===== src/rtl/vga_timing_pkg.sv =====
// Shared 640x480@60 raster constants for the VGA timing generator.
// Optional VGA_TEST_PATTERN_EN build adds a colour-bar test mode.
package vga_timing_pkg;

    localparam int H_FP       = 16;
    localparam int H_SYNC     = 96;
    localparam int H_BP       = 48;
    localparam int H_ACTIVE   = 640;
    localparam int V_ACTIVE   = 480;
    localparam int V_FP       = 10;
    localparam int V_SYNC     = 2;
    localparam int V_BP       = 33;
    localparam int PIPE_DELAY = 2;

    localparam int H_BLANK = H_FP + H_SYNC + H_BP;
    localparam int H_TOTAL = H_BLANK + H_ACTIVE;
    localparam int V_TOTAL = V_ACTIVE + V_FP + V_SYNC + V_BP;

    localparam logic HS_ACT = 1'b0;
    localparam logic VS_ACT = 1'b0;

endpackage


===== src/rtl/vga_sync_delay.sv =====
// DEPTH-stage shift register with a synchronous reset value.
// Used to align sync/enable with the pixel fetch latency.
module vga_sync_delay #(
    parameter int DEPTH = 2,
    parameter int WIDTH = 3
) (
    input  logic             clk,
    input  logic             rst_n,
    input  logic [WIDTH-1:0] rst_val,
    input  logic [WIDTH-1:0] d,
    output logic [WIDTH-1:0] q
);

    logic [WIDTH-1:0] stage [DEPTH];

    always_ff @(posedge clk) begin
        if (!rst_n) begin
            for (int i = 0; i < DEPTH; i++) begin
                stage[i] <= rst_val;
            end
        end else begin
            stage[0] <= d;
            for (int i = 1; i < DEPTH; i++) begin
                stage[i] <= stage[i-1];
            end
        end
    end

    assign q = stage[DEPTH-1];

endmodule


===== src/rtl/vga_timing_gen.sv =====
// Free-running VGA raster generator with latency-matched sync/DE/RGB.
// Define VGA_TEST_PATTERN_EN for the test_mode colour-bar input.
module vga_timing_gen #(
    parameter int H_FP       = vga_timing_pkg::H_FP,
    parameter int H_SYNC     = vga_timing_pkg::H_SYNC,
    parameter int H_BP       = vga_timing_pkg::H_BP,
    parameter int H_ACTIVE   = vga_timing_pkg::H_ACTIVE,
    parameter int V_ACTIVE   = vga_timing_pkg::V_ACTIVE,
    parameter int V_FP       = vga_timing_pkg::V_FP,
    parameter int V_SYNC     = vga_timing_pkg::V_SYNC,
    parameter int V_BP       = vga_timing_pkg::V_BP,
    parameter int PIPE_DELAY = vga_timing_pkg::PIPE_DELAY
) (
    input  logic        clk,
    input  logic        rst_n,
    output logic [9:0]  hcount,
    output logic [9:0]  vcount,
    output logic        vga_blank_n,
    input  logic [23:0] pixel_in,
`ifdef VGA_TEST_PATTERN_EN
    input  logic        test_mode,
`endif
    output logic [7:0]  vga_r,
    output logic [7:0]  vga_g,
    output logic [7:0]  vga_b,
    output logic        vga_hs,
    output logic        vga_vs,
    output logic        vga_de,
    output logic        frame_start
);

    import vga_timing_pkg::*;

    localparam int H_BLK = H_FP + H_SYNC + H_BP;
    localparam int H_TOT = H_BLK + H_ACTIVE;
    localparam int V_TOT = V_ACTIVE + V_FP + V_SYNC + V_BP;

    localparam logic [9:0] H_LAST  = 10'(H_TOT - 1);
    localparam logic [9:0] V_LAST  = 10'(V_TOT - 1);
    localparam logic [9:0] HS_S    = 10'(H_FP);
    localparam logic [9:0] HS_E    = 10'(H_FP + H_SYNC);
    localparam logic [9:0] VS_S    = 10'(V_ACTIVE + V_FP);
    localparam logic [9:0] VS_E    = 10'(V_ACTIVE + V_FP + V_SYNC);
    localparam logic [9:0] V_VIS   = 10'(V_ACTIVE);
    localparam logic [9:0] DE_S    = 10'(H_BLK - PIPE_DELAY);
    localparam logic [9:0] DE_E    = 10'(H_TOT - PIPE_DELAY);

    logic hs_raw;
    logic vs_raw;
    logic hs_d;
    logic vs_d;
    logic de_d;
    logic [23:0] px;

    always_ff @(posedge clk) begin
        if (!rst_n) begin
            hcount      <= '0;
            vcount      <= '0;
            frame_start <= 1'b0;
        end else begin
            frame_start <= (hcount == H_LAST) && (vcount == V_LAST);
            if (hcount == H_LAST) begin
                hcount <= '0;
                vcount <= (vcount == V_LAST) ? '0 : vcount + 10'd1;
            end else begin
                hcount <= hcount + 10'd1;
            end
        end
    end

    assign hs_raw = (hcount >= HS_S && hcount < HS_E) ? HS_ACT : ~HS_ACT;
    assign vs_raw = (vcount >= VS_S && vcount < VS_E) ? VS_ACT : ~VS_ACT;

    // Opens PIPE_DELAY early so fetched pixels land on the visible window
    assign vga_blank_n = (vcount < V_VIS) && (hcount >= DE_S) && (hcount < DE_E);

`ifdef VGA_TEST_PATTERN_EN
    // Bar index is taken from the column the fetch is aimed at
    localparam logic [9:0] COL_OFS = 10'(PIPE_DELAY - H_BLK);

    logic [2:0] bar_raw;
    logic [2:0] bar_d;

    assign bar_raw = 3'((hcount + COL_OFS) >> 7);

    vga_sync_delay #(
        .DEPTH (PIPE_DELAY),
        .WIDTH (6)
    ) u_delay (
        .clk     (clk),
        .rst_n   (rst_n),
        .rst_val ({3'b000, ~HS_ACT, ~VS_ACT, 1'b0}),
        .d       ({bar_raw, hs_raw, vs_raw, vga_blank_n}),
        .q       ({bar_d, hs_d, vs_d, de_d})
    );

    assign px = test_mode ? {{8{bar_d[2]}}, {8{bar_d[1]}}, {8{bar_d[0]}}}
                          : pixel_in;
`else
    vga_sync_delay #(
        .DEPTH (PIPE_DELAY),
        .WIDTH (3)
    ) u_delay (
        .clk     (clk),
        .rst_n   (rst_n),
        .rst_val ({~HS_ACT, ~VS_ACT, 1'b0}),
        .d       ({hs_raw, vs_raw, vga_blank_n}),
        .q       ({hs_d, vs_d, de_d})
    );

    assign px = pixel_in;
`endif

    always_ff @(posedge clk) begin
        if (!rst_n) begin
            vga_hs <= ~HS_ACT;
            vga_vs <= ~VS_ACT;
            vga_de <= 1'b0;
            {vga_r, vga_g, vga_b} <= 24'h0;
        end else begin
            vga_hs <= hs_d;
            vga_vs <= vs_d;
            vga_de <= de_d;
            {vga_r, vga_g, vga_b} <= de_d ? px : 24'h0;
        end
    end

endmodule


===== config.mk =====
export PLATFORM = sky130hd
export DESIGN_NAME = vga_timing_gen
export DESIGN_NICKNAME = d
export VERILOG_FILES = /design/src/rtl/vga_timing_pkg.sv /design/src/rtl/vga_sync_delay.sv /design/src/rtl/vga_timing_gen.sv
export SDC_FILE = /design/constraint.sdc
export NUM_CORES = 1
export LEC_CHECK = 0
export ABC_CLOCK_PERIOD_IN_PS = 3100
export BUFFER_PORTS_ARGS = -buffer_cell sky130_fd_sc_hd__buf_2
export CORE_UTILIZATION = 51
export DETAILED_ROUTE_END_ITERATION = 7
export GPL_TIMING_DRIVEN = 0
export PLACE_DENSITY = 0.8
export RECOVER_POWER = 100
export REMOVE_ABC_BUFFERS = 1
export SETUP_SLACK_MARGIN = 0.05
export SKIP_LAST_GASP = 1
export SLEW_MARGIN = 30
export SYNTH_ARGS = -nofsm -noshare
export SYNTH_HDL_FRONTEND = slang
export SYNTH_SLANG_ARGS = --single-unit
export TNS_END_PERCENT = 5

===== constraint.sdc =====
create_clock -name clk -period 3.1 [get_ports clk]
set_clock_uncertainty 0.2 [all_clocks]
set_input_delay 0.465 -clock clk [delete_from_list [all_inputs] [get_ports clk]]
set_output_delay 0.465 -clock clk [all_outputs]
set_load 0.01 [all_outputs]

# Yosys cells after proc, flatten, opt, wreduce, memory -nomap -nowiden
# Memories as Yosys holds them, arrays and structs flattened.
# Index checks and enable logic that the tools add are counted.
[classes]
add_sub_neg = 2
magnitude_cmp = 7
n_eq_ne = 2
n_mux = 7
n_bitwise = 3
n_reduce_logical = 7
[op_table]
columns = ["operator", "count"]
rows = [
  ["$add A10 B1 Y10 const B", 2],
  ["$eq A10 B10 Y1 const B", 2],
  ["$lt A10 B9 Y1 const B", 2],
  ["$ge A10 B5 Y1 const B", 1],
  ["$ge A10 B8 Y1 const B", 1],
  ["$ge A10 B9 Y1 const B", 1],
  ["$lt A10 B10 Y1 const B", 1],
  ["$lt A10 B7 Y1 const B", 1],
  ["$mux W10", 1],
  ["$mux W3", 2],
  ["$logic_and A1 B1 Y1", 5],
  ["$mux W1", 4],
  ["$or A1 B1 Y1", 2],
  ["$reduce_and A2 Y1", 1],
  ["$reduce_or A2 Y1", 1],
  ["$not A1 Y1", 1],
]
[totals]
register_bits = 48
ramBits = 6
in_bits = 26
output_inout_bits = 49
word_cells = 38
memories = 1
[memory_table]
columns = ["name", "words", "word_bits", "rd", "rd_ports_with_merged_regs", "wr", "line", "text"]
rows = [
  ["u_delay.stage", 2, 3, 2, 0, 2, "vga_sync_delay.sv:14", "logic [WIDTH-1:0] stage [DEPTH];"],
]

# Longest topological paths before layout
[logic_depth]
depth_word = 4
mapped_depth = 6
ltp_nobuf = 6

# By module
# From an unflattened synthesis, not the netlist that was laid out.
[hier_totals]
cells_unflattened = 201
area_unflattened_um2 = 2064.5
[by_module_without_submodules]
columns = ["module", "instances", "cells_per_inst", "area_per_inst_um2", "seq_area_each_um2"]
rows = [
  ["vga_timing_gen", 1, 185, 1820.5, 960.9],
  ["vga_sync_delay", 1, 16, 244.0, 120.1],
]

# Least setup slack after synthesis
# Ideal clock, no wire load.
[synth_path]
kind = "reg2reg"
startpoint = "register hcount[0]"
endpoint = "register vcount[0]"
setup_time_ns = 0.130
arrival_ns = 1.593
t_required_ns = 2.770
path_slack_ns = 1.178
stages_incl_launch_ff = 7
n_path_buf = 1
period_less_slack_ns = 1.922
path_cell_list = "dfxtp_1 ha_1 and4_1 buf_4 nand4_4 o31ai_4 nor2_1"
[synth_between]
elab_chain_len = 1
[synth_lines]
columns = ["element", "line", "text"]
rows = [
  ["start: declaration", "vga_timing_gen.sv:16", "output logic [9:0] hcount,"],
  ["start signal: assignment", "vga_timing_gen.sv:66", "hcount <= hcount + 10'd1;"],
  ["$eq A10 B10 Y1", "vga_timing_gen.sv:62", "if (hcount == H_LAST) begin"],
  ["end signal: assignment", "vga_timing_gen.sv:64", "vcount <= (vcount == V_LAST) ? '0 : vcount + 10'd1;"],
  ["end: declaration", "vga_timing_gen.sv:17", "output logic [9:0] vcount,"],
]
# No other way between the ends.
# A chain may end at the register's enable or synchronous reset.

# Worst setup path after layout
# Same ends and word-level chain as after synthesis.

==> flow_summary.json <==
{
  "fin_crit_sh_pct": 81.5,
  "slowest_stage": "o31ai_4",
  "setup_viol": 0,
  "start_util_pct": 53.6,
  "cp-end-kind": "flip-flop",
  "cpPeakStageDelay_ps": 590,
  "final_common_cell": "dfxtp_1",
  "setup_slack_ps": 573,
  "p_per_area_nw_per_um2": 474,
  "switching_share_pct": 22.4,
  "die_h_um": 64.5,
  "drt-total-wl_um": 3970,
  "area_growth_syn_to_layout_pct": 19.5,
  "grt.overflow.total": 0,
  "power_frac_comb_pct": 3.2,
  "critPathKind": "flip-flop to flip-flop",
  "cp.arrival_ps": 2510,
  "synthesis.area_um2": 1990,
  "ctsResizeCount": 0,
  "finalNetCount": 297,
  "crit_required_ps": 3080,
  "antenna_found_initial": 0,
  "viasPerCell": 5.00,
  "syn_inst": 195,
  "io_pins": 75,
  "min_period_ps": 2530,
  "gp_congestion": 0.742,
  "coreArea_um2": 3720,
  "htree_levels": 2,
  "power_leakage_nw": 1.04,
  "avgRoutedWirePerCell_um": 12.6,
  "grt_usage_pct": 19.3,
  "drc": 0,
  "ctsLongestPathBuffers": 2,
  "cts_tree": "done",
  "intPower_uw": 876,
  "cts_root_buf": "clkbuf_8",
  "insertedDiodeCount": 0,
  "place_worst_setup_slack_ps": 837,
  "pwr-share-clk_pct": 34.7,
  "crit_chain": "ha_1, and4_1, nand4_1, o31ai_4, nor2_1",
  "firstDrtPassIters": 4,
  "netSwitchingPower_uw": 254,
  "p_seq_share_pct": 62.1,
  "outcome": "finished, final reports clean",
  "irDropWorstVdd_mv": 0.235,
  "layout_common_cells": "dfxtp_1 (54), clkbuf_1 (49), and3_1 (28)",
  "critical_path.max_fanout": 9,
  "fmax_ghz": 0.396,
  "dieArea_um2": 4160,
  "grt_pass1_wl_um": 6230,
  "final_hold_viol_count": 0,
  "ys_types": 31,
  "grt_pass1_vias": 1371,
  "ys_seq_elements": 54,
  "worstMarginPinSlew_ps": 1120,
  "clkSinkCount": 54,
  "rsz0062_at_grt": "false",
  "maxSlewHeadroom_pct": 25.2,
  "tns_ps": 0,
  "syn-mean-instance-area_um2": 10.2,
  "grt_max_degree": 36,
  "cpLargestDelayFamily": "simple AND/OR/NAND/NOR gates",
  "max-cap-violations": 0,
  "clkTransAtPathRegs_ps": 100,
  "drt_iter0_markers": 147,
  "vias": 1575,
  "seq_area_frac_synth_pct": 54.2,
  "worst-path-buf-inv": 0,
  "hold_path_class": "input pin to flip-flop",
  "ant_nets": 0,
  "setup.worst_path.start_class": "flip-flop",
  "rows": 22,
  "utilization_pct": 64.1,
  "dieWidth_um": 64.5,
  "yosysWarningCount": 0,
  "postCtsHoldBufs": 0,
  "clock_latency_ps": 300,
  "drive_gt1_share_pct": 13.5,
  "postCtsSetupRepairBufs": 0,
  "dp_hpwl_um": 2780,
  "portBuffers": 74,
  "drv_slew": 0,
  "numCtsBuffers": 5
}
## state kept, by name, indices dropped and copies added (netlist names)
signal,cells
vga_vs,1
vga_de,1
u_delay.stage,6
vcount,10
frame_start,1
hcount,10
vga_hs,1
vga_b,8
vga_g,8
vga_r,8
## kinds of logic (layout without fill, tap and decap cells)
kind of cell             count (synthesis)  in the layout  share of synthesized area [%]
XOR/XNOR                                14             14                           6.15
flip-flops                              54             54                           54.2
AND/OR/NAND/NOR                         95             95                           28.3
multiplexers                             1              1                          0.502
buffers and inverters                   15             87                           3.58
adder cells (fa/ha/maj)                  5              5                           3.14
AO/OA/AOI/OAI                           11             11                           4.08
## Yosys cell counts
library cell / number / share of area (%)
nand3_1: 6 / 1.5
ha_1: 5 / 3.1
nand4_1: 7 / 2.2
xnor2_1: 5 / 2.2
o21ai_0: 4 / 1.0
nor2_1: 19 / 3.6
buf_4: 1 / 0.38
buf_6: 1 / 0.56
o311a_1: 1 / 0.50
nor3_4: 1 / 0.82
nand2_1: 8 / 1.5
a21boi_0: 1 / 0.38
nand2b_1: 4 / 1.3
clkbuf_1: 5 / 0.94
nor4_1: 3 / 0.94
and2_1: 3 / 0.94
mux2i_1: 1 / 0.50
a21oi_1: 3 / 0.75
and3_1: 28 / 8.8
nor3_1: 2 / 0.50
buf_2: 3 / 0.75
and4_1: 4 / 1.8
dfxtp_1: 54 / 54
o31ai_4: 1 / 1.1
a21o_1: 1 / 0.38
xor2_1: 9 / 4.0
nor2b_1: 2 / 0.63
nand4_2: 2 / 1.3
nand4_4: 1 / 1.1
or3_1: 5 / 1.6
inv_1: 5 / 0.94
## power groups by stage
stage	logic (mW)	clock network (mW)	registers (mW)
final	0.0360	0.392	0.702
after global routing	0.0408	0.430	0.703
after CTS	0.0377	0.406	0.702
after detailed placement	0.0377	0	0.718
after global placement	0.0371	0	0.718
after floorplan	0.0101	0	0.718
## cell type report
class | instances | area (um2)
Multi-Input combinational cell | 126 | 820
Sequential cell | 54 | 1080
Tap cell | 48 | 60.1
Timing Repair Buffer | 74 | 309
Clock inverter | 3 | 25.0
Inverter | 5 | 18.8
Fill cell | 355 | 1330
Clock buffer | 5 | 68.8
## metal layers
metal | up-vias | wire length, um | global-route usage [%]
met5 | - | 0 | 0
met1 | 684 | 1860 | 24.1
li1 | 814 | - | -
met3 | 7 | 326 | 5.28
met4 | 0 | 44 | 7.22
met2 | 70 | 1730 | 31.7
## worst reg2reg max path: stages, from the launching register on
cell     delay, ps
dfxtp_1        450
ha_1           250
and4_1         380
nand4_1        440
o31ai_4        590
nor2_1         110
## path summary, 6_finish.rpt
path                                                      from                        endpoint  slack [ps]  cells after the start
worst max-delay path                      hcount[0]$_SDFF_PP0_          vcount[0]$_SDFFE_PN0N_         570                      5
worst min-delay path                               pixel_in[1]             vga_b[1]$_SDFF_PN0_         190                      2
worst max register to register            hcount[0]$_SDFF_PP0_          vcount[0]$_SDFFE_PN0N_         570                      5
worst min register to register  u_delay.stage[0][2]$_SDFF_PN1_  u_delay.stage[0][5]$_SDFF_PN1_         210                      1
## stage by stage
stage	hold slack, ps	power (mW)	area [um2]	instances
after detailed placement	196	0.756	2370	307
after global placement	192	0.755	2370	307
after CTS	187	1.15	2460	315
after floorplan	186	0.729	1940	185
after global routing	195	1.17	2380	315
final	192	1.13	2380	315
Note: power is estimated with default switching activity, not from simulation.
